[src/rtl/gun_hit_detector_pkg.sv]
// Shared constants and FSM state type for the light-gun hit detector.
// The target-flash drawer imports TARGET_FRAMES from here so the window and the flash stay aligned.
package gun_hit_detector_pkg;

    localparam int unsigned TARGET_FRAMES = 10;
    // The window skips the shot frame and ends before the flash finishes.
    localparam int unsigned WINDOW_FRAMES = TARGET_FRAMES - 2;

    typedef enum logic [1:0] {
        StIdle   = 2'd0,
        StSkip   = 2'd1,
        StWindow = 2'd2
    } state_e;

    // Value of the 4-bit frame counter on the last pulse before the window closes.
    function automatic logic [3:0] last_frame_count();
        return 4'(WINDOW_FRAMES - 1);
    endfunction

endpackage

[src/rtl/gun_hit_detector_debouncer.sv]
// Two-flop synchroniser followed by a stability counter. The debounced level follows the
// synchronised input only after DEBOUNCE_CYCLES consecutive disagreeing samples.
module debouncer #(
    parameter int unsigned DEBOUNCE_CYCLES = 65000
) (
    input  logic clk,
    input  logic rst,
    input  logic din,
    output logic sync_out,
    output logic level
);

    localparam int unsigned CW = $clog2(DEBOUNCE_CYCLES + 1);

    logic [1:0]    sync_q;
    logic [CW-1:0] cnt_q, cnt_d;
    logic          level_q, level_d;

    always_ff @(posedge clk or negedge rst) begin
        if (!rst) begin
            sync_q  <= 2'b00;
            cnt_q   <= '0;
            level_q <= 1'b0;
        end else begin
            sync_q  <= {sync_q[0], din};
            cnt_q   <= cnt_d;
            level_q <= level_d;
        end
    end

    // Any sample agreeing with the current level restarts the stability count.
    always_comb begin
        cnt_d   = '0;
        level_d = level_q;
        if (sync_q[1] != level_q) begin
            if (cnt_q == CW'(DEBOUNCE_CYCLES - 1)) begin
                level_d = sync_q[1];
            end else begin
                cnt_d = cnt_q + CW'(1);
            end
        end
    end

    assign sync_out = sync_q[1];
    assign level    = level_q;

endmodule

[src/rtl/gun_hit_detector.sv]
// Light-gun shot controller: debounces the trigger, skips the shot frame, then watches the
// photodiode over a fixed number of frames and reports a hit or a miss.
module gun_hit_detector
    import gun_hit_detector_pkg::*;
#(
    parameter int unsigned DEBOUNCE_CYCLES = 65000,
    parameter int unsigned HIT_MIN_CYCLES  = 16
) (
    input  logic clk,
    input  logic rst,
    input  logic trigger,
    input  logic light,
    input  logic new_frame,
    input  logic gun_is_connected,
    output logic shot_fired,
    output logic duck_hit,
    output logic miss,
    output logic busy
);

    localparam int unsigned LW = $clog2(HIT_MIN_CYCLES + 1);

    state_e        state_q, state_d;
    logic [3:0]    frame_cnt_q, frame_cnt_d;
    logic [LW-1:0] light_cnt_q, light_cnt_d;
    logic [1:0]    light_sync_q;
    logic [1:0]    fill_q, fill_d;
    logic          armed_q, armed_d;
    logic          trig_prev_q;
    logic          shot_q, shot_d;
    logic          duck_hit_q, duck_hit_d;
    logic          miss_q, miss_d;

    logic trig_sync;
    logic trig_level;
    logic trig_rise;
    logic light_s;
    logic hit_now;

    debouncer #(
        .DEBOUNCE_CYCLES(DEBOUNCE_CYCLES)
    ) u_trigger_debouncer (
        .clk      (clk),
        .rst      (rst),
        .din      (trigger),
        .sync_out (trig_sync),
        .level    (trig_level)
    );

    assign light_s   = light_sync_q[1];
    assign trig_rise = trig_level & ~trig_prev_q;
    assign hit_now   = (light_cnt_q == LW'(HIT_MIN_CYCLES));

    always_ff @(posedge clk or negedge rst) begin
        if (!rst) begin
            state_q      <= StIdle;
            frame_cnt_q  <= 4'd0;
            light_cnt_q  <= '0;
            light_sync_q <= 2'b00;
            fill_q       <= 2'd0;
            armed_q      <= 1'b0;
            trig_prev_q  <= 1'b0;
            shot_q       <= 1'b0;
            duck_hit_q   <= 1'b0;
            miss_q       <= 1'b0;
        end else begin
            state_q      <= state_d;
            frame_cnt_q  <= frame_cnt_d;
            light_cnt_q  <= light_cnt_d;
            light_sync_q <= {light_sync_q[0], light};
            fill_q       <= fill_d;
            armed_q      <= armed_d;
            trig_prev_q  <= trig_level;
            shot_q       <= shot_d;
            duck_hit_q   <= duck_hit_d;
            miss_q       <= miss_d;
        end
    end

    // After reset the trigger must be seen released (once the synchroniser holds real samples)
    // before any rising edge may fire, so a trigger held through reset stays inert.
    always_comb begin
        fill_d  = (fill_q == 2'd2) ? fill_q : fill_q + 2'd1;
        armed_d = armed_q | ((fill_q == 2'd2) & ~trig_sync);
    end

    always_comb begin
        state_d     = state_q;
        frame_cnt_d = frame_cnt_q;
        light_cnt_d = light_cnt_q;
        shot_d      = 1'b0;
        miss_d      = 1'b0;
        duck_hit_d  = duck_hit_q;

        unique case (state_q)
            StIdle: begin
                if (trig_rise && armed_q && gun_is_connected) begin
                    shot_d     = 1'b1;
                    duck_hit_d = 1'b0;
                    state_d    = StSkip;
                end
            end

            StSkip: begin
                if (!gun_is_connected) begin
                    state_d = StIdle;
                end else if (new_frame) begin
                    state_d     = StWindow;
                    frame_cnt_d = 4'd0;
                    light_cnt_d = '0;
                end
            end

            StWindow: begin
                if (!gun_is_connected) begin
                    state_d     = StIdle;
                    light_cnt_d = '0;
                end else begin
                    if (hit_now) begin
                        duck_hit_d = 1'b1;
                    end
                    // A frame boundary always wins over a threshold crossing in the same cycle.
                    if (new_frame) begin
                        light_cnt_d = '0;
                        frame_cnt_d = frame_cnt_q + 4'd1;
                        if (frame_cnt_q == last_frame_count()) begin
                            state_d = StIdle;
                            miss_d  = ~(duck_hit_q | hit_now);
                        end
                    end else if (light_s) begin
                        if (!hit_now) begin
                            light_cnt_d = light_cnt_q + LW'(1);
                        end
                    end else begin
                        light_cnt_d = '0;
                    end
                end
            end

            default: begin
                state_d = StIdle;
            end
        endcase
    end

    assign shot_fired = shot_q;
    assign duck_hit   = duck_hit_q;
    assign miss       = miss_q;
    assign busy       = (state_q != StIdle);

endmodule

[config.mk]
export PLATFORM = sky130hd
export DESIGN_NAME = gun_hit_detector
export DESIGN_NICKNAME = d
export VERILOG_FILES = /design/src/rtl/gun_hit_detector_pkg.sv /design/src/rtl/gun_hit_detector_debouncer.sv /design/src/rtl/gun_hit_detector.sv
export SDC_FILE = /design/constraint.sdc
export NUM_CORES = 1
export LEC_CHECK = 0
export BUFFER_PORTS_ARGS = -buffer_cell sky130_fd_sc_hd__buf_4
export CAP_MARGIN = 0
export CORE_MARGIN = 3
export CORE_UTILIZATION = 35
export CTS_CLUSTER_DIAMETER = 40
export DETAILED_ROUTE_END_ITERATION = 7
export GPL_TIMING_DRIVEN = 0
export SLEW_MARGIN = 20
export SYNTH_ARGS = -nofsm -noshare
export SYNTH_HDL_FRONTEND = slang
export SYNTH_HIERARCHICAL = 1
export SYNTH_SLANG_ARGS = --single-unit
[constraint.sdc]
create_clock -name clk -period 4.45 [get_ports clk]
set_input_delay 1.335 -clock clk [delete_from_list [all_inputs] [get_ports clk]]
set_output_delay 1.335 -clock clk [all_outputs]
set_load 0.01 [all_outputs]
==> key figures <==
Critical path
  • Critical path type: flop to output pin
  • Setup crit end kind: output pin
  • Worst R2R End: u_trigger_debouncer/cnt_q[10]
  • Arrival @ worst endpoint: approximately 1.3 ns
  • R2R Path Start: u_trigger_debouncer/cnt_q[3]
  • Setup crit end: busy
  • Critical Path RT: 3.12 ns
  • R2R setup slack: roughly 2.7 ns
  • CP max FO: 10
  • Worst reg2reg path depth: 6
  • Critical Path Start Type: flop
  • Crit. Startpoint: state_q[1]

Finish
  • Antenna cell count: 0
  • Area Growth Syn to Fin: 12.1%
  • Most frequent cells in the layout: dfrtp_1, nor2_1, nand2_1
  • Most common cell after layout, fill and taps aside: dfrtp_1
  • Nets@finish: 203
  • Share of layout cells above drive strength 1: 14.6%

Routing
  • Drt wl/cell: 12.5 um
  • DR vias/cell: 4.90
  • Vias: 1,283
  • Final ANT Viol Nets: 0
  • 1st-iter DRT viols: 30
  • Drt drc: 0
  • WL final: between 3000 and 4000 um
  • Router iterations before antenna repair: 2

Timing
  • # setup viols final: 0
  • RSZ-0062 raised after global routing: no
  • Final Hold Fails: 0
  • Setup TNS: 0 ns
  • Worst-case hold slack: roughly 0.35 ns
  • Slack of the critical path: 1.87 ns
  • Worst slew margin: 67.4%
  • Worst Tran Pin Value: 0.490 ns
  • Tcrit/Tclk final: 58.1%
  • Fin. max-slew vios: 0
  • Setup Skew: between 0.006 and 0.007 ns
  • Fmax: between 300 and 400 MHz
  • Final min period: between 2 and 3 ns

Clocking
  • CTS Buffer Depth: 2
  • Post_cts resized: 0
  • CTS HTree Levels: 2
  • Clock transition at path regs: 0.07 ns
  • CTS tree: built
  • Clock Latency Late Sink: 0.28 ns
  • Setup repair bufs after CTS: 0
  • Hold buffer count at cts: 0
  • CTS buffer count: 5
  • CTS root buf: clkbuf_8
  • Clk sinks: 39

Yosys
  • Asr flop ratio synth: 100%
  • Mapped Cells: 178
  • Simple-Gate Fraction of Synth Area: 24.1%
  • Synth Area in XOR/XNOR: under 10%
  • Post-Syn Area: 1890 sq um
  • Mux cell area share after synthesis: 1.66%
  • Post-synthesis adder-cell area fraction: under 10%
  • Syn Area/Cell: 10.6 sq um
  • Post-synth EDFFs: 0
  • Syn_nets: 189
  • Post-synthesis compound-gate area fraction: 8.02%
  • Register area share after synthesis: 51.7%
  • Yosys Warn Count: 6
  • Cell variety after synth: 47
  • Main combinational cell family by area after synthesis: simple AND/OR/NAND/NOR gates
  • Synth Flop Type: dfrtp_1
  • Flops & latches, synth: 39

Global routing
  • Vias in the first global route: 1,304
  • GRT Resource Usage Total: 12.2%
  • Pin count of the biggest net entering global routing: 40
  • Initial antenna violation count: 0
  • First-pass GRT wire length: 6000 um
  • Remaining Overflow, GRT: 0

Floorplan
  • Die Y: 79.4 um
  • IO Count: 10
  • Num rows: 26
  • Die area: about 6300 sq um
  • Core Region: about 5200 sq um
  • Initial Util: 36.5%
  • Chip width: 79.4 um

Pwr
  • Power per cell area: 296 nW/um^2
  • Maximum vdd drop: 0.231 mV
  • Leak: 0.919 nW

Flow run
  • Max Cap Viol: 0

Hold path
  • Hold Path Class: flop to flop

Run status
  • Outcome: complete, no violations

Placed design
  • Post-DP HPWL: 2240 um
  • I/O Buffers: 7
  • Dpl ws: 2.17 ns
  • RD Place Congestion: approximately 0.8
final cells by class:
cell class	count	area (sq um)
buffer	6	28.8
clock buffer	6	82.6
clock inverter	1	5.00
fill	521	3060
inverter	9	33.8
multi-input combinational	124	850
sequential	39	976
tap	70	87.6
timing repair buffer	7	52.6
sequential cells by signal, summed over array words and instances (netlist names):
name                        flops
armed_q                         1
duck_hit                        1
fill_q                          2
frame_cnt_q                     4
light_cnt_q                     5
light_sync_q                    2
miss                            1
shot_fired                      1
state_q                         2
trig_prev_q                     1
u_trigger_debouncer/cnt_q      16
u_trigger_debouncer/level       1
u_trigger_debouncer/sync_q      2
critical path, stage by stage, from the launching register on:
cell	delay, ns
dfrtp_1	0.38
buf_2	0.17
or2_1	0.26
buf_4	0.15
cell families after synthesis:
| family | Yosys count |
|---|---|
| xor gates and xnor gates | 17 |
| AOI/OAI and AO/OA | 21 |
| buffers and inverters | 15 |
| muxes | 3 |
| adders and majority gates | 5 |
| and+or+nand+nor | 78 |
| DFF | 39 |
how the worst min path moves through the flow:
stage	startpoint	endpoint	slack, ns	cells past startpoint
floorplan	light_sync_q[0]	light_sync_q[1]	0.33	0
global placement	u_trigger_debouncer/sync_q[0]	u_trigger_debouncer/sync_q[1]	0.33	0
detailed placement	u_trigger_debouncer/sync_q[0]	u_trigger_debouncer/sync_q[1]	0.33	0
CTS	u_trigger_debouncer/sync_q[0]	u_trigger_debouncer/sync_q[1]	0.35	0
global route	light_sync_q[0]	light_sync_q[1]	0.36	0
finish	u_trigger_debouncer/sync_q[0]	u_trigger_debouncer/sync_q[1]	0.35	0
power by group:
part / switching (mW) / internal [mW] / leakage [nW]
combinational: 0.0163 / 0.00861 / 0.356
clock: 0.116 / 0.122 / 0.0470
sequential: 0.00423 / 0.360 / 0.516
total: 0.136 / 0.490 / 0.919
through the flow:
stage | area, sq um | power (mW) | std cells | utilization [%]
floorplan | 1890 | 0.383 | 178 | -
global placement | 2030 | 0.396 | 255 | 39.2
detailed placement | 2030 | 0.397 | 255 | 39.2
CTS | 2120 | 0.639 | 262 | 40.9
global route | 2120 | 0.661 | 262 | 40.9
finish | 2120 | 0.626 | 262 | 40.9
synthesized netlist by cell type, types with 3 or more instances:
master / n / area share [%]
o2bb2ai_1: 3 / 1.4
xnor2_1: 8 / 3.7
nand3_1: 10 / 2.7
nand4_1: 6 / 2.0
nand2b_1: 4 / 1.3
o22ai_1: 3 / 0.99
nor2_1: 17 / 3.4
ha_1: 5 / 3.3
nand4b_1: 3 / 1.4
nand3b_1: 3 / 1.2
and2_1: 3 / 0.99
dfrtp_1: 39 / 52
nand2_1: 12 / 2.4
xor2_1: 9 / 4.2
buf_2: 5 / 1.3
inv_1: 9 / 1.8
routing by layer:
metal	vias to the layer above	global-route usage (%)	share of wire, %
met5	-	0	0
met4	0	4.30	0.70
met3	2	3.72	2.7
met2	9	19.9	47
met1	614	15.1	49
li1	658	-	-
(Power assumes the default switching activity.)
